===== src/rtl/mvu_pe_mac_if.sv =====
// Beat input stream and dot-product output stream of one PE MAC stage.
interface mvu_pe_mac_if #(
    parameter int unsigned SIMD = 2,
    parameter int unsigned TW   = 1,
    parameter int unsigned TI   = 4,
    parameter int unsigned TA   = 16
);
    logic                 in_valid;
    logic                 in_ready;
    logic [SIMD*TW-1:0]   in_wgt;
    logic [SIMD*TI-1:0]   in_act;
    logic                 out_valid;
    logic                 out_ready;
    logic [TA-1:0]        out_acc;

    // Producer of beats / consumer of results.
    modport master (
        output in_valid, in_wgt, in_act, out_ready,
        input  in_ready, out_valid, out_acc
    );

    // The MAC stage itself.
    modport slave (
        input  in_valid, in_wgt, in_act, out_ready,
        output in_ready, out_valid, out_acc
    );
endinterface


===== src/rtl/mvu_pe_mac.sv =====
// Per-PE multiply-accumulate: SIMD lane products, adder-tree reduction,
// accumulation over SF beats, one TA-bit dot product per output channel.
module mvu_pe_mac #(
    parameter int unsigned SIMD       = 2,
    parameter int unsigned TW         = 1,
    parameter int unsigned TI         = 4,
    parameter int unsigned SIGNED_ACT = 1,
    parameter int unsigned TA         = 16,
    parameter int unsigned SF         = 4
) (
    input  logic          clock,
    input  logic          reset,
    mvu_pe_mac_if.slave   io_bus
);
    localparam int unsigned PW  = TW + TI + 1;
    localparam int unsigned SW  = PW + $clog2(SIMD);
    localparam int unsigned FCW = (SF > 1) ? $clog2(SF) : 1;

    logic                  w_en;
    logic                  w_accept;
    logic                  w_last;
    logic signed [PW-1:0]  w_prod [SIMD];
    logic signed [SW-1:0]  w_sum;
    logic [TA-1:0]         w_next;

    logic [FCW-1:0]        r_fc;
    logic                  r_v1;
    logic                  r_l1;
    logic signed [PW-1:0]  r_p [SIMD];
    logic                  r_v2;
    logic                  r_l2;
    logic signed [SW-1:0]  r_s;
    logic [TA-1:0]         r_acc;
    logic                  r_first;
    logic                  r_out_valid;
    logic [TA-1:0]         r_out_acc;

    // Whole pipeline advances only when the output slot can take a result.
    assign w_en     = !r_out_valid || io_bus.out_ready;
    assign w_accept = io_bus.in_valid && w_en;
    assign w_last   = (r_fc == FCW'(SF - 1));

    assign io_bus.in_ready  = w_en;
    assign io_bus.out_valid = r_out_valid;
    assign io_bus.out_acc   = r_out_acc;

    // Per-lane product; TW==1 treats the weight bit as +1/-1.
    for (genvar g = 0; g < SIMD; g++) begin : g_lane
        logic [TI-1:0]        w_a;
        logic [TW-1:0]        w_w;
        logic signed [PW-1:0] w_a_ext;

        assign w_a     = io_bus.in_act[g*TI +: TI];
        assign w_w     = io_bus.in_wgt[g*TW +: TW];
        assign w_a_ext = (SIGNED_ACT != 0) ? PW'($signed(w_a)) : PW'($unsigned(w_a));

        if (TW == 1) begin : g_bip
            assign w_prod[g] = w_w[0] ? w_a_ext : -w_a_ext;
        end else begin : g_mul
            logic signed [PW-1:0] w_w_ext;
            assign w_w_ext   = PW'($signed(w_w));
            assign w_prod[g] = w_w_ext * w_a_ext;
        end
    end

    // Reduce registered lane products into one beat sum.
    always_comb begin
        w_sum = '0;
        for (int i = 0; i < SIMD; i++) begin
            w_sum = w_sum + SW'(r_p[i]);
        end
    end

    // First beat of a fold starts from zero rather than the stored partial.
    assign w_next = (r_first ? '0 : r_acc) + TA'(r_s);

    // Fold counter: counts accepted beats only, wraps after SF-1.
    always_ff @(posedge clock or posedge reset) begin
        if (reset) begin
            r_fc <= '0;
        end else if (w_accept) begin
            r_fc <= w_last ? '0 : r_fc + FCW'(1);
        end
    end

    // Stage 1: lane products with valid/last tags.
    always_ff @(posedge clock or posedge reset) begin
        if (reset) begin
            r_v1 <= 1'b0;
            r_l1 <= 1'b0;
            for (int i = 0; i < SIMD; i++) r_p[i] <= '0;
        end else if (w_en) begin
            r_v1 <= w_accept;
            r_l1 <= w_accept && w_last;
            for (int i = 0; i < SIMD; i++) r_p[i] <= w_prod[i];
        end
    end

    // Stage 2: reduced beat sum.
    always_ff @(posedge clock or posedge reset) begin
        if (reset) begin
            r_v2 <= 1'b0;
            r_l2 <= 1'b0;
            r_s  <= '0;
        end else if (w_en) begin
            r_v2 <= r_v1;
            r_l2 <= r_l1;
            r_s  <= w_sum;
        end
    end

    // Stage 3: accumulate, hand off completed folds to the output register.
    always_ff @(posedge clock or posedge reset) begin
        if (reset) begin
            r_acc       <= '0;
            r_first     <= 1'b1;
            r_out_valid <= 1'b0;
            r_out_acc   <= '0;
        end else begin
            if (w_en && r_v2) begin
                if (r_l2) begin
                    r_acc   <= '0;
                    r_first <= 1'b1;
                end else begin
                    r_acc   <= w_next;
                    r_first <= 1'b0;
                end
            end
            if (w_en && r_v2 && r_l2) begin
                r_out_acc   <= w_next;
                r_out_valid <= 1'b1;
            end else if (io_bus.out_ready) begin
                r_out_valid <= 1'b0;
            end
        end
    end
endmodule

===== src/flat_wrapper.sv =====
// flat-port wrapper written by rule: the top's interface ports become plain ports
module mvu_pe_mac_flat 
#(
    parameter int unsigned SIMD       = 2,
    parameter int unsigned TW         = 1,
    parameter int unsigned TI         = 4,
    parameter int unsigned SIGNED_ACT = 1,
    parameter int unsigned TA         = 16,
    parameter int unsigned SF         = 4
)
  (clock, reset, io_bus_in_valid, io_bus_in_wgt, io_bus_in_act, io_bus_out_ready, io_bus_in_ready, io_bus_out_valid, io_bus_out_acc);
  mvu_pe_mac_if #(.SIMD(SIMD), .TW(TW), .TI(TI), .TA(TA)) io_bus_i ();
  input  logic clock;
  input  logic reset;
  input wire logic [$bits(io_bus_i.in_valid)-1:0] io_bus_in_valid;
  input wire logic [$bits(io_bus_i.in_wgt)-1:0] io_bus_in_wgt;
  input wire logic [$bits(io_bus_i.in_act)-1:0] io_bus_in_act;
  input wire logic [$bits(io_bus_i.out_ready)-1:0] io_bus_out_ready;
  output wire logic [$bits(io_bus_i.in_ready)-1:0] io_bus_in_ready;
  output wire logic [$bits(io_bus_i.out_valid)-1:0] io_bus_out_valid;
  output wire logic [$bits(io_bus_i.out_acc)-1:0] io_bus_out_acc;
  assign io_bus_i.in_valid = io_bus_in_valid;
  assign io_bus_i.in_wgt = io_bus_in_wgt;
  assign io_bus_i.in_act = io_bus_in_act;
  assign io_bus_i.out_ready = io_bus_out_ready;
  assign io_bus_in_ready = io_bus_i.in_ready;
  assign io_bus_out_valid = io_bus_i.out_valid;
  assign io_bus_out_acc = io_bus_i.out_acc;
  mvu_pe_mac #(.SIMD(SIMD), .TW(TW), .TI(TI), .SIGNED_ACT(SIGNED_ACT), .TA(TA), .SF(SF)) u_core (.clock(clock), .reset(reset), .io_bus(io_bus_i));
endmodule

===== config.mk =====
export PLATFORM = sky130hd
export DESIGN_NAME = mvu_pe_mac_flat
export DESIGN_NICKNAME = d
export VERILOG_FILES = /design/src/rtl/mvu_pe_mac_if.sv /design/src/rtl/mvu_pe_mac.sv /design/src/flat_wrapper.sv
export SDC_FILE = /design/constraint.sdc
export NUM_CORES = 1
export LEC_CHECK = 0
export BUFFER_PORTS_ARGS = -buffer_cell sky130_fd_sc_hd__clkbuf_2
export CAP_MARGIN = 15
export CORE_MARGIN = 3
export CORE_UTILIZATION = 45
export DETAILED_ROUTE_END_ITERATION = 7
export MAX_ROUTING_LAYER = met4
export PLACE_DENSITY_LB_ADDON = 0.12
export SKIP_LAST_GASP = 1
export SLEW_MARGIN = 10
export SYNTH_ARGS = -nofsm -noshare
export SYNTH_HDL_FRONTEND = slang
export SYNTH_SLANG_ARGS = --single-unit

===== constraint.sdc =====
create_clock -name clock -period 5.2 [get_ports clock]
set_input_delay 1.3 -clock clock [delete_from_list [all_inputs] [get_ports clock]]
set_output_delay 1.3 -clock clock [all_outputs]
set_load 0.1 [all_outputs]

==> results of run 1 <==
## cell families after synthesis
kind of cell             count (synthesis)  synth area share
XOR/XNOR                                20           0.05269
adder cells (fa/ha/maj)                 26            0.1024
flip-flops                              59            0.4445
multiplexers                            13           0.04328
AND/OR/NAND/NOR                        105            0.1426
buffers and inverters                   30           0.03425
AO/OA/AOI/OAI                           90            0.1803
## flip-flops by register name, indices dropped and copies added (netlist names)
name                     cells
u_core.r_p                  12
u_core.r_fc                  2
u_core.r_l2                  1
u_core.r_v1                  1
u_core.io_bus.out_valid      1
u_core.io_bus.out_acc       16
u_core.r_s                   7
u_core.r_l1                  1
u_core.r_first               1
u_core.r_v2                  1
u_core.r_acc                16
## metrics by stage
stage          instance area [µm²]  hold WS (ns)    util
5_1_grt                       3766        0.5087  0.5394
4_1_cts                       3766        0.4823  0.5394
3_3_place_gp                  3568        0.4553  0.5111
3_5_place_dp                  3568        0.4645  0.5111
6_report                      3766        0.4755  0.5394
2_1_floorplan                 3324        0.4386       -
## worst min-delay path by stage
stage / startpoint / end / cells past startpoint
2_1_floorplan: u_core.r_l1$_DFFE_PP0N_ / u_core.r_l1$_DFFE_PP0N_ / 2
3_3_place_gp: u_core.r_acc[4]$_DFFE_PP0P_ / u_core.r_acc[4]$_DFFE_PP0P_ / 2
3_5_place_dp: u_core.r_acc[4]$_DFFE_PP0P_ / u_core.r_acc[4]$_DFFE_PP0P_ / 2
4_1_cts: u_core.r_acc[4]$_DFFE_PP0P_ / u_core.r_acc[4]$_DFFE_PP0P_ / 2
5_1_grt: u_core.r_s[5]$_DFFE_PP0N_ / u_core.r_s[5]$_DFFE_PP0N_ / 2
6_report: u_core.io_bus.out_acc[8]$_DFFE_PP0P_ / u_core.io_bus.out_acc[8]$_DFFE_PP0P_ / 2
## routing by layer
| layer | track usage | up-vias | routed length, µm |
|---|---|---|---|
| met5 | - | - | 0 |
| met4 | 0.05569 | 0 | 76 |
| met3 | 0.05660 | 8 | 275 |
| met2 | 0.2701 | 38 | 2735 |
| met1 | 0.2157 | 1135 | 3078 |
| li1 | - | 1246 | - |
## placed cells by master, fill, tap and decap left out, types with 5 or more instances in the layout
cell	n
nor2b_1	18
xor2_1	11
ha_1	24
xnor2_1	9
nor3_1	5
dfrtp_1	58
a22o_1	7
mux2_2	11
o21ai_0	25
nor2_1	15
o31ai_1	7
nand2_1	53
clkbuf_8	11
clkbuf_2	31
inv_1	15
nand3_1	7
a21oi_1	23
o21a_1	5
## worst max-delay path: stages
cell and delay, ns:
clkbuf_2 0.08, nor2b_1 0.10, buf_4 0.27, inv_1 0.09, clkbuf_2 0.37
## layout make-up
type                       count  area [µm²]  area share
multi-input combinational    254        1733      0.4601
timing repair buffer          34       177.7     0.04718
sequential                    59        1478      0.3924
clock inverter                 2       35.03    0.009302
inverter                      16       60.06     0.01595
clock buffer                  14       162.7     0.04319
tap                           96       120.1     0.03189
==> impl_metrics.csv, run 1 <==
group,metric,value,unit
synth,ys_warn_count,0,
clock_tree,clockBufferDepth,2,
route,drtAntennaViolNets,0,
grt,grt_usage,0.1738,
clock_tree,cts_made_buffers,9,
finish,stdcell_count,475,
synth,yosysTopAreaCell,"dfrtp_1",
synth,avgSynthCellArea,9.692,µm²
sta,slew_viol_final,0,
critical_path,crit_arrival,2.22,ns
die,die_w,91.95,µm
placement,port_buffers,31,
route,drt_pass1_iterations,4,
route,drc_errors,0,
synth,synth_edf_count,0,
critical_path,end_kind,"output port",
placement,dp_cells,459,
die,dieHeight,91.95,µm
sta,finalCriticalPeriod,3.524,ns
clock_tree,clock_latency,0.34,ns
sta,setup_slack,1.676,ns
critical_path,crit_end,"io_bus_in_ready",
synth,syn_area,0.003324,mm²
finish,fillCellCount,671,
finish,n_antenna_cell,0,
die,ioPinCount,32,
finish,drive_above_1_share,0.1794,
job,max-cap-violations,0,
clock_tree,clk_pin_slew_worst_paths,0.06,ns
placement,pre_cts_slack,1.613,ns
clock_tree,cts_setup_buffers,0,
sta,finalSetupViolCount,0,
grt,grt-ovfl-total,0,
critical_path,r2r_start,"u_core.r_first$_DFFE_PP1P_",
synth,synthCells,343,
synth,synth-seq-cells,59,
clock_tree,cts_num_sinks,59,
outcome,status,"finished clean",
critical_path,crit_path_start,"io_bus_out_ready",
die,core_area,0.006982,mm²
route,drt-initial-drc-count,154,
grt,grt_first_pass_wirelength,11.36,mm
sta,slew_headroom,0.3211,
synth,synth.most_common_cell,"dfrtp_1",
sta,fin_crit_sh,0.6777,
finish,final_nets,414,
clock_tree,root_buffer,"clkbuf_8",
die,rows,30,
synth,yosys-top-cells-area,"dfrtp_1 44%, ha_1 9.0%, nand2_1 6.0%",
die,start_util,0.4762,
sta,max_clock_freq,283.8,MHz
synth,netlist-cell-type-count,40,
critical_path,r2r_end,"u_core.io_bus.out_acc[12]$_DFFE_PP0P_",
synth,yosys.area.top_type_share,0.4366,
critical_path,crit_path_start_kind,"input port",
critical_path,reg2reg_depth,9,
route,drt-total-wl,6.165,mm
grt,grt_max_degree,60,
placement,place_congestion,0.8518,
placement,post-dp-hpwl,4.297,mm
die,die_area,0.008455,mm²
finish,area.growth.synth_to_final,13.29,%
sta,rsz0062_at_grt,"no",
grt,grt_pass1_vias,2513,
clock_tree,htree_num_levels,3,
critical_path,r2r_slack,2.19,ns
clock_tree,cts_tree,"done",
sta,skew,0.007323,ns
route,via_per_inst,5.109,
sta,worst_slew_pin_slew,1.016,ns
clock_tree,post_cts_resized,0,
sta,tns,0,ns
grt,grt_antenna_before_repair,0,
synth,synth_nets,383,
route,routedWlPerCell,12.98,µm
synth,synthFlopType,"dfrtp_1",
critical_path,critPathKind,"in2out",
sta,finalHoldViolations,0,
synth,synthArstFlopShare,1.000,
clock_tree,postCtsHoldBufs,0,
hold_path,hold_class,"reg2reg",
route,route.vias.total,2427,
synth,synth.cells.most_frequent,"58 x dfrtp_1, 53 x nand2_1, 25 x o21ai_0",
critical_path,crit_fanout,28,
critical_path,critPathRequiredTime,3.90,ns
synth,seq_area_frac_synth,0.4445,
Power of run 1 is left out: the tool's default activity adds up to more than one toggle a clock period on the data nets, which glitch-free logic cannot reach.
==> run 2, diff against run 1 <==
Clock period 5.2 ns to 3.65 ns, I/O delays scaled along.
==> impl_metrics.csv, run 2 (synthesized netlist as in run 1, its figures left out) <==
group,metric,value,unit
route,drc_errors,0,
finish,stdcell_count,477,
finish,n_antenna_cell,0,
clock_tree,cts_setup_buffers,0,
grt,grt_first_pass_wirelength,11.63,mm
die,die_area,0.008455,mm²
finish,fillCellCount,648,
hold_path,hold_class,"reg2reg",
route,via_per_inst,5.168,
finish,utilization,0.5478,
critical_path,slowest_delay,0.73,ns
die,ioPinCount,32,
route,routedWlPerCell,13.45,µm
clock_tree,clk_pin_slew_worst_paths,0.07,ns
critical_path,r2r_start,"u_core.r_first$_DFFE_PP1P_",
route,met2_length,2.911,mm
clock_tree,post_cts_resized,0,
clock_tree,cts_made_buffers,9,
finish,final_cell_mix,"58 x dfrtp_1, 53 x nand2_1, 30 x clkbuf_2",
outcome,status,"finished clean",
critical_path,end_kind,"flop",
critical_path,slowest_stage,"dfstp_2",
clock_tree,clock_latency,0.35,ns
clock_tree,root_buffer,"clkbuf_8",
sta,rsz0062_at_grt,"no",
critical_path,critPathKind,"reg2reg",
clock_tree,postCtsHoldBufs,0,
route,route.vias.total,2465,
sta,max_clock_freq,346.0,MHz
sta,tns,0,ns
critical_path,crit_fanout,17,
route,wl_met1,3.175,mm
route,met3WireLength,217,µm
critical_path,critPathRequiredTime,3.89,ns
hold_path,worstHoldStart,"u_core.r_l1$_DFFE_PP0N_",
die,rows,30,
grt,grt_max_degree,40,
clock_tree,cts_tree,"done",
die,die_w,91.95,µm
placement,port_buffers,31,
grt,grt-ovfl-total,0,
finish,final_common_cell,"dfrtp_1",
route,drt-total-wl,6.414,mm
hold_path,hold_depth,2,
critical_path,crit_chain,"nor2b_1 > ha_1 > fa_1 > a21o_2 > a221oi_2 > o21a_1 > o21ai_0 > xor2_1 > mux2_2",
finish,area.growth.synth_to_final,15.05,%
sta,finalCriticalPeriod,2.890,ns
route,drt_pass1_iterations,4,
finish,drive_above_1_share,0.1916,
grt,grt_antenna_before_repair,0,
placement,place_congestion,0.9315,
placement,post-dp-hpwl,4.574,mm
finish,regArea,0.001478,mm²
clock_tree,clockBufferDepth,2,
route,drt-initial-drc-count,112,
job,max-cap-violations,0,
route,top_layer,"met4",
clock_tree,htree_num_levels,3,
grt,grt_usage,0.1814,
die,start_util,0.4762,
hold_path,min_to,"u_core.r_l1$_DFFE_PP0N_",
grt,grt_pass1_vias,2466,
sta,finalSetupViolCount,0,
critical_path,r2r_end,"u_core.io_bus.out_acc[12]$_DFFE_PP0P_",
route,drtAntennaViolNets,0,
die,dieHeight,91.95,µm
critical_path,r2r_slack,0.76,ns
die,core_area,0.006982,mm²
sta,finalHoldViolations,0,
finish,multi_input_area,0.001733,mm²
sta,fin_crit_sh,0.7919,
clock_tree,cts_num_sinks,59,
finish,final_nets,416,
sta,worst_slew_pin_slew,0.7713,ns
critical_path,crit_arrival,3.13,ns
sta,slew_viol_final,0,
sta,skew,0.007540,ns
critical_path,crit_path_start_kind,"flop",
sta,slew_headroom,0.4844,
critical_path,reg2reg_depth,9,
placement,dp_cells,461,
## run 2: metal layers
| metal | track usage | up-vias |
|---|---|---|
| met5 | - | - |
| met4 | 0.07426 | 0 |
| met3 | 0.05168 | 9 |
| met2 | 0.2749 | 35 |
| met1 | 0.2291 | 1162 |
| li1 | - | 1259 |
## run 2: worst max-delay path by stage
| stage | from | endpoint | depth (start not counted) |
|---|---|---|---|
| 3_5_place_dp | u_core.r_first$_DFFE_PP1P_ | u_core.io_bus.out_acc[12]$_DFFE_PP0P_ | 9 |
| 2_1_floorplan | u_core.io_bus.out_valid$_DFFE_PP0P_ | io_bus_in_ready | 4 |
| 4_1_cts | u_core.r_first$_DFFE_PP1P_ | u_core.io_bus.out_acc[12]$_DFFE_PP0P_ | 9 |
| 5_1_grt | u_core.r_first$_DFFE_PP1P_ | u_core.io_bus.out_acc[10]$_DFFE_PP0P_ | 9 |
| 3_3_place_gp | u_core.r_first$_DFFE_PP1P_ | u_core.io_bus.out_acc[12]$_DFFE_PP0P_ | 9 |
| 6_report | u_core.r_first$_DFFE_PP1P_ | u_core.io_bus.out_acc[12]$_DFFE_PP0P_ | 9 |
## run 2: area by class of cell
class	count	area share
clock buffers	10	0.03598
clock inverters	6	0.02323
repair buffers	36	0.05430
multi-input cells	254	0.4531
flip-flops and latches	59	0.3863
inverters	16	0.01570
well taps	96	0.03140
## run 2: critical path, delay by kind of cell (launching register included)
kind                       cells  cell delay [ns]
and+or+nand+nor                1             0.10
adders and majority gates      2             0.62
AOI/OAI and AO/OA              4             0.89
muxes                          1             0.26
DFF                            1             0.73
xor gates and xnor gates       1             0.16
## run 2: stage by stage
step	hold WS (ns)	area, µm²	setup slack (ns)
after CTS	0.4713	3825	0.7370
after global placement	0.4524	3598	0.7864
after floorplan	0.4386	3324	0.4638
final	0.4689	3825	0.7596
after detailed placement	0.4564	3598	0.7594
after global routing	0.5214	3825	0.5970
Power of run 2 is left out for the same reason.
==> run 3, diff against run 2 <==
Settings changed: ABC_AREA from default to 1.
Clock period 3.65 ns to 2.9 ns, I/O delays scaled along.
==> impl_metrics.csv, run 3 <==
group,metric,value,unit
critical_path,end_kind,"flop",
sta,finalCriticalPeriod,2.317,ns
sta,fin_crit_sh,0.7989,
grt,grt_usage,0.2023,
sta,tns,0,ns
synth,synthArstFlopShare,1.000,
synth,yosys.area.top_type_share,0.3944,
synth,synth_edf_count,0,
synth,synthCells,491,
job,max-cap-violations,0,
finish,final_nets,568,
finish,design_area,0.004138,mm²
grt,grt_antenna_before_repair,0,
clock_tree,clockBufferDepth,2,
outcome,status,"finished clean",
die,rows,32,
sta,slew_viol_final,0,
critical_path,r2r_slack,0.58,ns
die,start_util,0.4689,
clock_tree,cts_setup_buffers,0,
synth,synth-seq-cells,59,
clock_tree,cts_tree,"done",
synth,synth_nets,531,
critical_path,critPathKind,"reg2reg",
clock_tree,clk_pin_slew_worst_paths,0.06,ns
placement,port_buffers,31,
route,drt-total-wl,7.986,mm
sta,slew_headroom,0.4988,
hold_path,hold_class,"reg2reg",
synth,syn_area,0.003680,mm²
synth,seq_area_frac_synth,0.4016,
synth,yosysTopAreaCell,"dfrtp_1",
clock_tree,root_buffer,"clkbuf_8",
clock_tree,cts_num_sinks,59,
clock_tree,htree_num_levels,3,
sta,finalHoldViolations,0,
critical_path,critPathRequiredTime,3.12,ns
placement,place_congestion,0.8974,
route,drt_pass1_iterations,4,
sta,finalSetupViolCount,0,
critical_path,crit_arrival,2.54,ns
finish,drive_above_1_share,0.1412,
synth,synth.cells.most_frequent,"162 x nand2_1, 77 x inv_1, 58 x dfrtp_1",
grt,grt_first_pass_wirelength,14.06,mm
finish,final_common_cell,"nand2_1",
synth,yosys-top-cells-area,"dfrtp_1 39%, nand2_1 17%, ha_1 8.2%",
grt,grt_pass1_vias,3095,
die,die_area,0.009299,mm²
clock_tree,clock_latency,0.34,ns
route,drc_errors,0,
synth,synth.most_common_cell,"nand2_1",
route,drt-initial-drc-count,125,
grt,grt_max_degree,60,
route,via_per_inst,4.904,
sta,skew,0.007957,ns
synth,ys_warn_count,0,
critical_path,crit_path_start_kind,"flop",
synth,avgSynthCellArea,7.494,µm²
placement,post-dp-hpwl,5.836,mm
sta,max_clock_freq,431.6,MHz
clock_tree,cts_made_buffers,9,
hold_path,min_to,"u_core.io_bus.out_acc[15]$_DFFE_PP0P_",
finish,n_antenna_cell,0,
critical_path,r2r_start,"u_core.r_first$_DFFE_PP1P_",
hold_path,worstHoldStart,"u_core.io_bus.out_acc[15]$_DFFE_PP0P_",
die,ioPinCount,32,
die,core_area,0.007848,mm²
critical_path,reg2reg_depth,8,
clock_tree,post_cts_resized,0,
grt,grt-ovfl-total,0,
die,dieHeight,96.43,µm
die,die_w,96.43,µm
synth,netlist-cell-type-count,36,
synth,synthFlopType,"dfrtp_1",
route,drtAntennaViolNets,0,
route,routedWlPerCell,12.62,µm
clock_tree,postCtsHoldBufs,0,
critical_path,r2r_end,"u_core.r_acc[6]$_DFFE_PP0P_",
sta,rsz0062_at_grt,"no",
critical_path,crit_fanout,16,
placement,place_area,0.003938,mm²
sta,worst_slew_pin_slew,0.7518,ns
route,route.vias.total,3104,
hold_path,hold_depth,2,
finish,final_cell_mix,"162 x nand2_1, 76 x inv_1, 58 x dfrtp_1",
finish,area.growth.synth_to_final,12.44,%
-- run 3: worst max-delay path by stage --
stage                                                 endpoint  slack [ns]                                 from
final                              u_core.r_acc[6]$_DFFE_PP0P_        0.58           u_core.r_first$_DFFE_PP1P_
after global routing      u_core.io_bus.out_acc[8]$_DFFE_PP0P_        0.47           u_core.r_first$_DFFE_PP1P_
after CTS                          u_core.r_acc[6]$_DFFE_PP0P_        0.60           u_core.r_first$_DFFE_PP1P_
after detailed placement           u_core.r_acc[6]$_DFFE_PP0P_        0.60           u_core.r_first$_DFFE_PP1P_
after global placement    u_core.io_bus.out_acc[4]$_DFFE_PP0P_        0.64                     io_bus_out_ready
after floorplan                                io_bus_in_ready        0.05  u_core.io_bus.out_valid$_DFFE_PP0P_
-- run 3: final cells by class --
cell class / count / area [µm²]
clock buffers: 12 / 165.2
fillers: 826 / 3710
flip-flops and latches: 59 / 1478
inverters: 79 / 296.5
clock inverters: 2 / 35.03
multi-input cells: 342 / 1833
well taps: 102 / 127.6
repair buffers: 37 / 202.7
-- run 3: cells by family after synthesis --
group,synth area share
buffers and inverters,0.1003
adder cells (fa/ha/maj),0.09249
multiplexers,0.003060
XOR/XNOR,0.01666
AO/OA/AOI/OAI,0.08024
AND/OR/NAND/NOR,0.3057
flip-flops,0.4016
-- run 3: critical path, stage by stage, from the launching register on --
cell and delay, ns:
dfstp_2 0.72, nor2_1 0.10, ha_1 0.21, fa_1 0.43, nand2_1 0.10, nand3_1 0.16
or2_2 0.34, nand3_1 0.07, o21ai_0 0.07
-- run 3: through the flow --
step / setup WS [ns] / hold slack (ns) / util / cells
after global routing: 0.4719 / 0.4991 / 0.5273 / 633
after global placement: 0.6400 / 0.4626 / 0.5018 / 619
final: 0.5833 / 0.4739 / 0.5273 / 633
after floorplan: 0.04989 / 0.4489 / - / 491
after CTS: 0.5960 / 0.4822 / 0.5273 / 633
after detailed placement: 0.6005 / 0.4647 / 0.5018 / 619
-- run 3: routing by layer --
metal / global-route usage / vias to the layer above / wire length (µm)
li1: - / 1616 / -
met1: 0.2734 / 1424 / 4086
met2: 0.3007 / 48 / 3503
met3: 0.03331 / 16 / 245
met4: 0.08645 / 0 / 150
met5: - / - / 0
Power of run 3 is left out for the same reason.
